[src/rtl/imm_gen_pipe_if.sv]
// Valid/ready bus carrying raw instruction fields in and extended immediates out.
// The slave side belongs to the immediate generator; the master side drives it.
interface imm_gen_pipe_if #(
    parameter int XLEN  = 32,
    parameter int TAG_W = 8
);
    logic             in_valid;
    logic             in_ready;
    logic [24:0]      raw_src;
    logic [2:0]       imm_src;
    logic [TAG_W-1:0] in_tag;
    logic             out_valid;
    logic             out_ready;
    logic [XLEN-1:0]  imm;
    logic [TAG_W-1:0] out_tag;
    logic             out_err;

    modport master (
        output in_valid, raw_src, imm_src, in_tag, out_ready,
        input  in_ready, out_valid, imm, out_tag, out_err
    );

    modport slave (
        input  in_valid, raw_src, imm_src, in_tag, out_ready,
        output in_ready, out_valid, imm, out_tag, out_err
    );
endinterface

[src/rtl/imm_gen_pipe.sv]
// Purpose: decode-stage immediate generator (I/S/B/U/J/Z) with tag sideband and illegal-select count.
// Latency: one cycle from accept to output when the stage has room to forward directly.
// Backpressure: two-entry skid buffer; in_ready comes from registered state only, never from out_ready.
module imm_gen_pipe #(
    parameter int XLEN  = 32,
    parameter int TAG_W = 8,
    parameter int CNT_W = 8
) (
    input  logic             clk,
    input  logic             rst,
    input  logic             flush,
    imm_gen_pipe_if.slave    bus,
    output logic [CNT_W-1:0] illegal_cnt
);
    typedef struct packed {
        logic [XLEN-1:0]  imm;
        logic [TAG_W-1:0] tag;
        logic             err;
    } entry_t;

    typedef enum logic [1:0] {
        EMPTY = 2'd0,
        ONE   = 2'd1,
        TWO   = 2'd2
    } state_t;

    state_t          state;
    entry_t          main_q;
    entry_t          skid_q;
    entry_t          asm_e;
    logic [24:0]     r;
    logic [31:0]     v32;
    logic [XLEN-1:0] ext;
    logic            err_c;
    logic            acc;
    logic            deq;

    assign r = bus.raw_src;

    // Every format fits in 32 bits, so assemble there and widen afterwards.
    always_comb begin
        v32   = '0;
        err_c = 1'b0;
        case (bus.imm_src)
            3'b000:  v32 = {{20{r[24]}}, r[24:13]};
            3'b001:  v32 = {{20{r[24]}}, r[24:18], r[4:0]};
            3'b010:  v32 = {{19{r[24]}}, r[24], r[0], r[23:18], r[4:1], 1'b0};
            3'b011:  v32 = {r[24:5], 12'b0};
            3'b100:  v32 = {{11{r[24]}}, r[24], r[12:5], r[13], r[23:14], 1'b0};
            3'b101:  v32 = {27'b0, r[12:8]};
            default: err_c = 1'b1;
        endcase
    end

    generate
        if (XLEN > 32) begin : g_wide
            assign ext = {{(XLEN-32){v32[31]}}, v32};
        end else begin : g_narrow
            assign ext = v32;
        end
    endgenerate

    assign asm_e = '{imm: ext, tag: bus.in_tag, err: err_c};

    assign bus.in_ready  = !rst && !flush && (state != TWO);
    assign bus.out_valid = (state != EMPTY);
    assign bus.imm       = main_q.imm;
    assign bus.out_tag   = main_q.tag;
    assign bus.out_err   = main_q.err;

    assign acc = bus.in_valid && bus.in_ready;
    assign deq = bus.out_valid && bus.out_ready;

    always_ff @(posedge clk or posedge rst) begin
        if (rst) begin
            state       <= EMPTY;
            main_q      <= '0;
            skid_q      <= '0;
            illegal_cnt <= '0;
        end else begin
            // Counted at acceptance, so a later flush does not undo it.
            if (acc && err_c && (illegal_cnt != {CNT_W{1'b1}}))
                illegal_cnt <= illegal_cnt + 1'b1;

            if (flush) begin
                state <= EMPTY;
            end else begin
                case (state)
                    EMPTY: begin
                        if (acc) begin
                            main_q <= asm_e;
                            state  <= ONE;
                        end
                    end
                    ONE: begin
                        if (acc && deq) begin
                            main_q <= asm_e;
                        end else if (acc) begin
                            skid_q <= asm_e;
                            state  <= TWO;
                        end else if (deq) begin
                            state  <= EMPTY;
                        end
                    end
                    TWO: begin
                        if (deq) begin
                            main_q <= skid_q;
                            state  <= ONE;
                        end
                    end
                    default: state <= EMPTY;
                endcase
            end
        end
    end
endmodule

[src/flat_wrapper.sv]
// flat-port wrapper written by rule: the top's interface ports become plain ports
module imm_gen_pipe_flat 
#(
    parameter int XLEN  = 32,
    parameter int TAG_W = 8,
    parameter int CNT_W = 8
)
  (clk, rst, flush, illegal_cnt, bus_in_valid, bus_raw_src, bus_imm_src, bus_in_tag, bus_out_ready, bus_in_ready, bus_out_valid, bus_imm, bus_out_tag, bus_out_err);
  imm_gen_pipe_if #(.XLEN(XLEN), .TAG_W(TAG_W)) bus_i ();
  input  logic clk;
  input  logic rst;
  input  logic flush;
  output logic [CNT_W-1:0] illegal_cnt;
  input wire logic [$bits(bus_i.in_valid)-1:0] bus_in_valid;
  input wire logic [$bits(bus_i.raw_src)-1:0] bus_raw_src;
  input wire logic [$bits(bus_i.imm_src)-1:0] bus_imm_src;
  input wire logic [$bits(bus_i.in_tag)-1:0] bus_in_tag;
  input wire logic [$bits(bus_i.out_ready)-1:0] bus_out_ready;
  output wire logic [$bits(bus_i.in_ready)-1:0] bus_in_ready;
  output wire logic [$bits(bus_i.out_valid)-1:0] bus_out_valid;
  output wire logic [$bits(bus_i.imm)-1:0] bus_imm;
  output wire logic [$bits(bus_i.out_tag)-1:0] bus_out_tag;
  output wire logic [$bits(bus_i.out_err)-1:0] bus_out_err;
  assign bus_i.in_valid = bus_in_valid;
  assign bus_i.raw_src = bus_raw_src;
  assign bus_i.imm_src = bus_imm_src;
  assign bus_i.in_tag = bus_in_tag;
  assign bus_i.out_ready = bus_out_ready;
  assign bus_in_ready = bus_i.in_ready;
  assign bus_out_valid = bus_i.out_valid;
  assign bus_imm = bus_i.imm;
  assign bus_out_tag = bus_i.out_tag;
  assign bus_out_err = bus_i.out_err;
  imm_gen_pipe #(.XLEN(XLEN), .TAG_W(TAG_W), .CNT_W(CNT_W)) u_core (.clk(clk), .rst(rst), .flush(flush), .bus(bus_i), .illegal_cnt(illegal_cnt));
endmodule
[config.mk]
export PLATFORM = sky130hd
export DESIGN_NAME = imm_gen_pipe_flat
export DESIGN_NICKNAME = d
export VERILOG_FILES = /design/src/rtl/imm_gen_pipe_if.sv /design/src/rtl/imm_gen_pipe.sv /design/src/flat_wrapper.sv
export SDC_FILE = /design/constraint.sdc
export NUM_CORES = 1
export LEC_CHECK = 0
export BUFFER_PORTS_ARGS = -buffer_cell sky130_fd_sc_hd__buf_2
export CORE_ASPECT_RATIO = 0.8
export CORE_MARGIN = 8
export CORE_UTILIZATION = 29
export DETAILED_ROUTE_END_ITERATION = 6
export GPL_ROUTABILITY_DRIVEN = 1
export PLACE_DENSITY = 0.57
export SYNTH_ARGS = -nofsm -noshare
export SYNTH_HDL_FRONTEND = slang
export SYNTH_SLANG_ARGS = --single-unit
[constraint.sdc]
create_clock -name clk -period 4.03 [get_ports clk]
set_input_delay 0.806 -clock clk [delete_from_list [all_inputs] [get_ports clk]]
set_output_delay 0.806 -clock clk [all_outputs]
set_load 0.005 [all_outputs]
# Word level (Yosys, flattened, before mapping)
# Cells that the tools add are included.
# Widths: inputs -> output; s select.
# totals
reg_bits,92
latch_bits,0
mem_bits_rw,0
romBits,0
in_bits,41
word_cells,57
n_memories,0
# classes
n_addsub,1
multipliers,0
n_div,0
order_cmp,0
n_eq_ne,16
shift,0
mux,13
bitwise_logic,2
n_reduce_logical,17
# op_table
op,count
$pmux 32 s6,1
$mux 41,3
$pmux 41 s3,1
$mux 2,6
$add 8x1->8 const B,1
$ne 8x8->1 const B,1
$reduce_and 4->1,2
$logic_and 1x1->1,7
$eq 3x2->1 const B,2
$eq 3x3->1 const B,2
$ne 2x1->1 const B,3
$ne 3x2->1 const B,2
$pmux 2 s3,1
$reduce_or 6->1,1
$reduce_and 5->1,1
$ne 4x2->1 const B,1
$eq 3x1->1 const B,1
$logic_not 3->1,1
$ne 3x3->1 const B,1
$reduce_bool 3->1,1
$eq 2x1->1 const B,1
$eq 2x2->1 const B,1
$logic_not 1->1,2
$logic_not 2->1,1
4 further kinds,5

# Longest topological paths before layout
# Gate-level depths: netlist (run 1).
# depth
depth_word,8
mapped_depth,7

# Least setup slack after synthesis (run 1)
# OpenSTA, ideal clock, no wires.
# synth_path
path_type,in2reg
startpoint,input port flush
endpoint,register u_core.skid_q[1] (netlist bit)
setup_ns,0.125
arrival_time_ns,2.118
required_ns,3.905
setup_slack_ns,1.787
cell_stages,5
n_path_buf,2
cell_sequence,or3b_1 -> or3b_1 -> buf_2 -> buf_6 -> mux2_4
# synth_between
elab_chain_cells,7
# synth_lines
element,line,text
from (decl),flat_wrapper.sv:12,input logic flush;
$logic_not 1->1,imm_gen_pipe.sv:65,assign bus.in_ready = !rst && !flush && (state != TWO);
$logic_and 1x1->1 (2 in a row),imm_gen_pipe.sv:65,
$logic_and 1x1->1,imm_gen_pipe.sv:71,assign acc = bus.in_valid && bus.in_ready;
$logic_and 1x1->1,imm_gen_pipe.sv:96,if (acc && deq) begin
$not 1->1 (no source line),--,
$reduce_and 4->1 (no source line) (*),--,
to (signal assigned),imm_gen_pipe.sv:99,skid_q <= asm_e;
to (decl),imm_gen_pipe.sv:29,entry_t skid_q;
# Every way passes the cells marked *; elsewhere a longest branch is shown, timed or not.
# A chain may end at the register's enable or synchronous reset.

# Final worst setup path (run 1)
# layout_path
startpoint,input port rst
endpoint,register u_core.skid_q[9] (netlist bit)
# layout_between
elab_chain_cells,7
# layout_lines
element,line,text
from (decl),flat_wrapper.sv:11,input logic rst;
$logic_not 1->1 (no source line) (*),--,
$logic_and 1x1->1 (*) (2 in a row),imm_gen_pipe.sv:65,
$logic_and 1x1->1 (*),imm_gen_pipe.sv:71,
$logic_and 1x1->1,imm_gen_pipe.sv:96,
$not 1->1 (no source line),--,
$reduce_and 4->1 (no source line) (*),--,
# Marked as above.

==> results of run 1 <==
[cells in the mapped netlist (3+ instances only)]
cell,instances,area [µm²]
mux2_4,8,120.1
dfrtp_1,92,2302
nor2_1,66,247.7
and2_1,5,31.28
nor3b_1,8,60.06
inv_1,3,11.26
o31ai_1,13,97.59
nand3_1,5,25.02
nor3_1,6,30.03
xnor2_1,8,70.07
nand2_1,61,229.0
nand4_1,4,25.02
a31oi_1,14,87.58
clkbuf_1,24,90.09
o21ai_1,21,105.1
o21ai_0,9,45.04
a2111oi_0,12,105.1
a22o_1,7,61.31
buf_2,7,35.03
a21oi_1,31,155.2
a221oi_1,6,52.55
and3_1,14,87.58
nand2b_1,4,25.02
[area by class of cell]
type                       count  area, µm²
clock inverter                 4      48.80
timing repair buffer          97      500.5
sequential                    92       2302
fill                        1547       9549
multi-input combinational    327       1912
tap                          189      236.5
clock buffer                  11      252.7
inverter                       3      12.51
[layer usage]
metal	GRT usage	vias to the layer above
met3	0.04372	10
met1	0.1747	1785
met2	0.1957	92
li1	-	1766
met5	0	-
met4	0.04530	0
[worst paths after layout]
| kind | slack [ps] | cells past startpoint | endpoint |
|---|---|---|---|
| setup / recovery | 1470 | 5 | u_core.skid_q[9] |
| hold / removal | 470 | 2 | u_core.bus.imm[11] |
| setup reg to reg | 1650 | 5 | u_core.bus.imm[25] |
| hold reg to reg | 470 | 2 | u_core.bus.imm[11] |
| max in group asynchronous | 2510 | 3 | u_core.bus.imm[19] |
| min in group asynchronous | 660 | 2 | u_core.skid_q[19] |
[registers in the layout (all words and copies together) (netlist names)]
register            flops
u_core.bus.imm         32
u_core.bus.out_err      1
u_core.bus.out_tag      8
u_core.illegal_cnt      8
u_core.skid_q          41
u_core.state            2
[metrics by stage]
| step | setup WS, ps | instance area [µm²] |
|---|---|---|
| after floorplan | 832.0 | 4338 |
| after global placement | 1130 | 4964 |
| after detailed placement | 1091 | 4964 |
| after CTS | 1468 | 5265 |
| after global routing | 1337 | 5265 |
| final | 1469 | 5265 |
[power by group through the flow]
stage          logic, mW  registers [mW]  clock network (mW)
2_1_floorplan      0.246            1.20                   0
3_3_place_gp       0.456            1.19                   0
3_5_place_dp       0.469            1.20                   0
4_1_cts            0.469            1.19               0.891
5_1_grt            0.521            1.21               0.932
6_report           0.453            1.19               0.864
[worst register-to-register path: stages, from the launching register on]
cell and delay (ps):
dfrtp_1 470, nor2b_4 180, buf_4 270, a2111oi_2 990, a2111oi_0 260, nor2_1 150
[logic make-up (layout without fill, tap and decap cells)]
group,Yosys count,after routing,share of synthesized area
AOI/OAI and AO/OA,119,119,0.1759
xor gates and xnor gates,8,8,0.01615
adders and majority gates,2,2,0.005191
buffers and inverters,35,115,0.03403
DFF,92,92,0.5307
muxes,11,11,0.03490
and+or+nand+nor,187,187,0.2031
[cells in the final DEF, fill, tap and decap left out, drive strengths merged, types with 11 or more instances in the layout]
cell / instances
buf: 97
o21ai: 30
nor2: 67
a21oi: 31
and3: 14
a2111oi: 12
o31ai: 14
clkbuf: 11
dfrtp: 92
a31oi: 14
nand2: 61
==> impl_results.md, run 1 <==
* CTS buffer count at 9
* Number of enable flip-flop cells after synthesis at 0
* HP Class: flop to flop
* Max layer used: met4
* Mapped Cells at 454
* Site row count at 40
* Max Transition Viols Final at 0
* Dpl cells at 708
* CTS Buffer Depth at 2
* CTS Sinks at 92
* F_max at 390.5 MHz
* Headroom to the max-slew limit at 0.2471
* Max Cap Violations at 0
* Routed met2 length at 5481 µm
* Met3 routed WL at 795 µm
* Clk root buf: clkbuf_16
* Crit path buffers/inverters at 2
* Area delta synth->final at 21.37%
* CP endpoint kind: flop
* Worst Skew at 8.731 ps
* Syn_area_per_cell at 9.555 µm²
* Share of layout cells above drive strength 1 at 0.2453
* R2r startpoint: u_core.state[1]
* Power Total at 2.503 mW
* IO Port Bufs at 91
* Clock tree from TritonCTS: done
* First-pass GRT wire length at 20140 µm
* Drt pass-1 iters at 6
* Most used DFF post-synth: dfrtp_1
* CP arrival at 2790 ps
* Chip height at 125.4 µm
* Gr usage total at 0.1313
* Worst path max stage delay at 830 ps
* Endpoints failing setup at 0
* Fin. Hold Viols at 0
* CP Max Fanout at 40
* WL/cell at 16.97 µm
* Outcome: completed
* DRT met1 WL at 5847 µm
* H-tree depth at 3
* Die area at 19150 µm²
* Initial antenna violation count at 0
* DR DRC count at 0
* Die W at 152.7 µm
* Peak VDD IR at 0.0002013 V
* Synth warnings at 0
* DR vias/cell at 5.053
* Worst path cell trace: buf_2 > or3b_1 > or3b_2 > buf_4 > a22o_1
* 1st-iter DRT viols at 216
* Largest net degree at the start of global routing at 51
* Slew @ Worst Pin at 1127 ps
* Syn nets at 496
* DR vias at 3653
* Setup_tns at 0 ps
* Seq/Total Area, Yosys at 0.5307
* NumNets Final at 572
* Net Sw Frac at 0.2763
* WS Path Type: input pin to flop
* Beginning of the worst hold path: u_core.bus.imm[11]
* Cell Count, Final, Fillers Out at 723
* Clock share of power at 0.345
* Antenna diodes at 0
* CTS clk-pin slew, worst paths at 60 ps
* Post-synth cell types at 43
* Clock latency on the worst-skew pair at 340 ps
* Number of setup buffers added after CTS at 0
* Post-DRT Antenna Nets at 0
* RSZ-0062 raised after global routing: false
* Starting Density at 0.2928
* # IOs at 92
* Detailed placement HPWL at 8700 µm
* Share of power burned in registers at 0.474
* Leakage power at 2.449 nW
* Combinational power share at 0.181
* Crit path from: rst
* Min Tclk post-route at 2561 ps
* Pint at 1.812 mW
* Critical path's slowest cell: or3b_2
* Post-CTS Hold Fix Bufs at 0
* Vias in the first global route at 3581
* Routability cong. at 0.7714
* Final core utilization at 0.3554
* GRT overflow at 0
* Area of the core at 14810 µm²
* Net Switching at 0.6915 mW
* CP top delay family: simple AND/OR/NAND/NOR gates
* Worst hold slack at 474.7 ps
* Crit path required time at 4260 ps
* Final cycle utilization of the critical path at 0.6355
* WL final at 12270 µm
* CP Launch Type: input pin
* #FFs+latches synth at 92
* Post-synthesis async set-or-reset flop share at 1.000
* Power Dens Cells at 475.5 nW/µm²
* Cts repair resizes at 0
* Netlist Area Pre-Place at 4338 µm²
No activity file was read; power rests on OpenSTA's default activity.
==> run 2, diff against run 1 <==
- ABC_AREA: not set -> 1
- PLACE_DENSITY: 0.57 -> 0.56
- clock period: 4.03 -> 2.6 ns (I/O delays scaled with it)
==> impl_results.md, run 2 <==
* Clk root buf: clkbuf_16
* H-tree depth at 3 (unchanged)
* WS Path Type: flop to flop
* CP endpoint kind: flop
* DR vias at 4193 (+15%)
* Fin. Hold Viols at 0 (unchanged)
* Detailed placement HPWL at 9134 µm (+5.0%)
* 1st-iter DRT viols at 241 (+12%)
* Commonest non-fill, non-tap cell in the layout: nand2_1
* DR DRC count at 0 (unchanged)
* Seq/Total Area, Yosys at 0.4930 (-0.03768)
* #FFs+latches synth at 92 (unchanged)
* Syn_area_per_cell at 7.251 µm² (-24%)
* Post-DRT Antenna Nets at 0 (unchanged)
* RSZ-0062 raised after global routing: false
* Die area at 20440 µm² (+6.7%)
* Number of enable flip-flop cells after synthesis at 0 (unchanged)
* Setup_tns at 0 ps (unchanged)
* Endpoints failing setup at 0 (unchanged)
* Largest register FFs at 41 (unchanged)
* Worst Skew at 8.017 ps (-0.7148 ps)
* CP Max Fanout at 41 (+2.5%)
* Share of layout cells above drive strength 1 at 0.1778 (-0.06748)
* Max Cap Violations at 0 (unchanged)
* Slew @ Worst Pin at 764.7 ps (-362.5 ps)
* CTS Sinks at 92 (unchanged)
* Cell Count, Final, Fillers Out at 946 (+31%)
* Netlist Area Pre-Place at 4669 µm² (+7.6%)
* Power Dens Cells at 849.1 nW/µm² (+79%)
* WL final at 12550 µm (+2.3%)
* CTS clk-pin slew, worst paths at 70 ps (about the same)
* Worst reg-to-reg path cell count at 7 (+2)
* Peak VDD IR at 0.0003190 V (+59%)
* Gr usage total at 0.1270 (-0.004317)
* Chip height at 129.5 µm (+3.3%)
* Most frequent cells in the layout: nand2_1, dfrtp_1, buf_2
* Critical path capture point: u_core.bus.imm[30]
* # IOs at 92 (unchanged)
* Number of setup buffers added after CTS at 0 (unchanged)
* Drt pass-1 iters at 4 (-2)
* Top cells by area, synth: dfrtp_1, nand2_1, inv_1
* Dpl cells at 930 (+31%)
* Most used DFF post-synth: dfrtp_1
* Final cycle utilization of the critical path at 0.7479
* CTS buffer count at 9 (unchanged)
* Reg-to-reg endpoint: u_core.bus.imm[30]
* Post-synth cell types at 27 (-37%)
* Outcome: completed
* CTS Buffer Depth at 2 (unchanged)
* Area delta synth->final at 22.00%
* Setup slack at placement at 583.9 ps (-507.3 ps)
* GRT overflow at 0 (unchanged)
* Largest net degree at the start of global routing at 50 (-2.0%)
* NumNets Final at 768 (+34%)
* Crit path required time at 2880 ps (-1380 ps)
* Most common cell in the netlist: nand2_1
* Area of the core at 15750 µm² (+6.3%)
* Biggest register: u_core.skid_q
* WL/cell at 13.27 µm (-22%)
* CP arrival at 2220 ps (-570 ps)
* Routability cong. at 0.8363 (+8.4%)
* DR vias/cell at 4.432 (-12%)
* Mapped Cells at 644 (+42%)
* Cts repair resizes at 0 (unchanged)
* Clock latency on the worst-skew pair at 340 ps (about the same)
* Max Transition Viols Final at 0 (unchanged)
* Worst hold slack at 221.0 ps (-253.7 ps)
* Crit path from: u_core.state[0]
* Synth warnings at 0 (unchanged)
* CP Launch Type: flop
* Syn nets at 686 (+38%)
* Post-synth top area cell: dfrtp_1
* Synth cell count leaders: nand2_1, dfrtp_1, inv_1
* Initial antenna violation count at 3 (+3)
* Post-synthesis async set-or-reset flop share at 1.000 (unchanged)
* Starting Density at 0.2965 (+0.003675)
* Min Tclk post-route at 1945 ps
* Headroom to the max-slew limit at 0.4894 (+0.2424)
* Synth top area share at 0.4930 (-0.03768)
* Final worst slack at 655.4 ps (-813.6 ps)
* Vias in the first global route at 4106 (+15%)
* Clock tree from TritonCTS: done
* First-pass GRT wire length at 20640 µm (+2.5%)
* IO Port Bufs at 91 (unchanged)
* Leakage power at 3.190 nW (+30%)
* F_max at 514.2 MHz
* Die W at 157.9 µm (+3.4%)
* HP Class: input pin to asynchronous set/reset pin
* Post-CTS Hold Fix Bufs at 0 (unchanged)
* Site row count at 41 (+2.5%)
* FF-to-FF setup slack at 660 ps (-990 ps)
* Antenna diodes at 0 (unchanged)
* R2r startpoint: u_core.state[0]
* Power Total at 4.837 mW (+93%)
-- run 2: worst min-delay path by stage --
stage / slack (ps) / start / endpoint
2_1_floorplan: 440 / u_core.skid_q[10] / u_core.skid_q[10]
6_report: 220 / rst / u_core.bus.imm[12]
4_1_cts: 230 / rst / u_core.bus.imm[12]
5_1_grt: 250 / rst / u_core.state[0]
3_3_place_gp: 450 / u_core.bus.imm[31] / u_core.bus.imm[31]
3_5_place_dp: 450 / u_core.bus.imm[31] / u_core.bus.imm[31]
-- run 2: stage by stage --
step             util  area [µm²]
2_1_floorplan       -        4673
3_3_place_gp   0.3411        5371
3_5_place_dp   0.3411        5371
4_1_cts        0.3617        5697
5_1_grt        0.3617        5697
6_report       0.3617        5697
-- run 2: per-layer routing --
layer | up-vias | global-route usage | share of wire
li1 | 2171 | - | -
met3 | 15 | 0.03827 | 0.055
met2 | 87 | 0.1965 | 0.44
met1 | 1914 | 0.1724 | 0.49
met4 | 6 | 0.02570 | 0.0065
met5 | - | 0 | 0.0032
-- run 2: layout make-up --
type | instances | area (µm²)
fillers | 1699 | 10050
flip-flops and latches | 92 | 2302
multi-input cells | 462 | 1996
repair buffers | 103 | 583.1
well taps | 215 | 269.0
clock buffers | 9 | 225.2
inverters | 58 | 221.5
clock inverters | 7 | 100.1
-- run 2: kinds of logic (layout without fill, tap and decap cells) --
group / after synthesis / count (layout) / share of synthesized area
and+or+nand+nor: 400 / 400 / 0.3510
DFF: 92 / 92 / 0.4930
buffers and inverters: 90 / 177 / 0.08119
AOI/OAI and AO/OA: 55 / 55 / 0.06083
xor gates and xnor gates: 6 / 6 / 0.01125
adders and majority gates: 1 / 1 / 0.002679
-- run 2: worst max-delay path: stages (launching register included) --
cell     delay (ps)
dfrtp_1         460
inv_2            60
nand2_2          90
buf_4           340
a21oi_4         110
inv_2           570
nand2_1         130
nand2_1         100
-- run 2: power by group --
part           switching [mW]  internal (mW)  leakage (nW)  total [mW]
sequential              0.250           1.97          1.16        2.22
combinational           0.685          0.513          1.88        1.20
clock                   0.576          0.847         0.148        1.42
total                    1.51           3.33          3.19        4.84
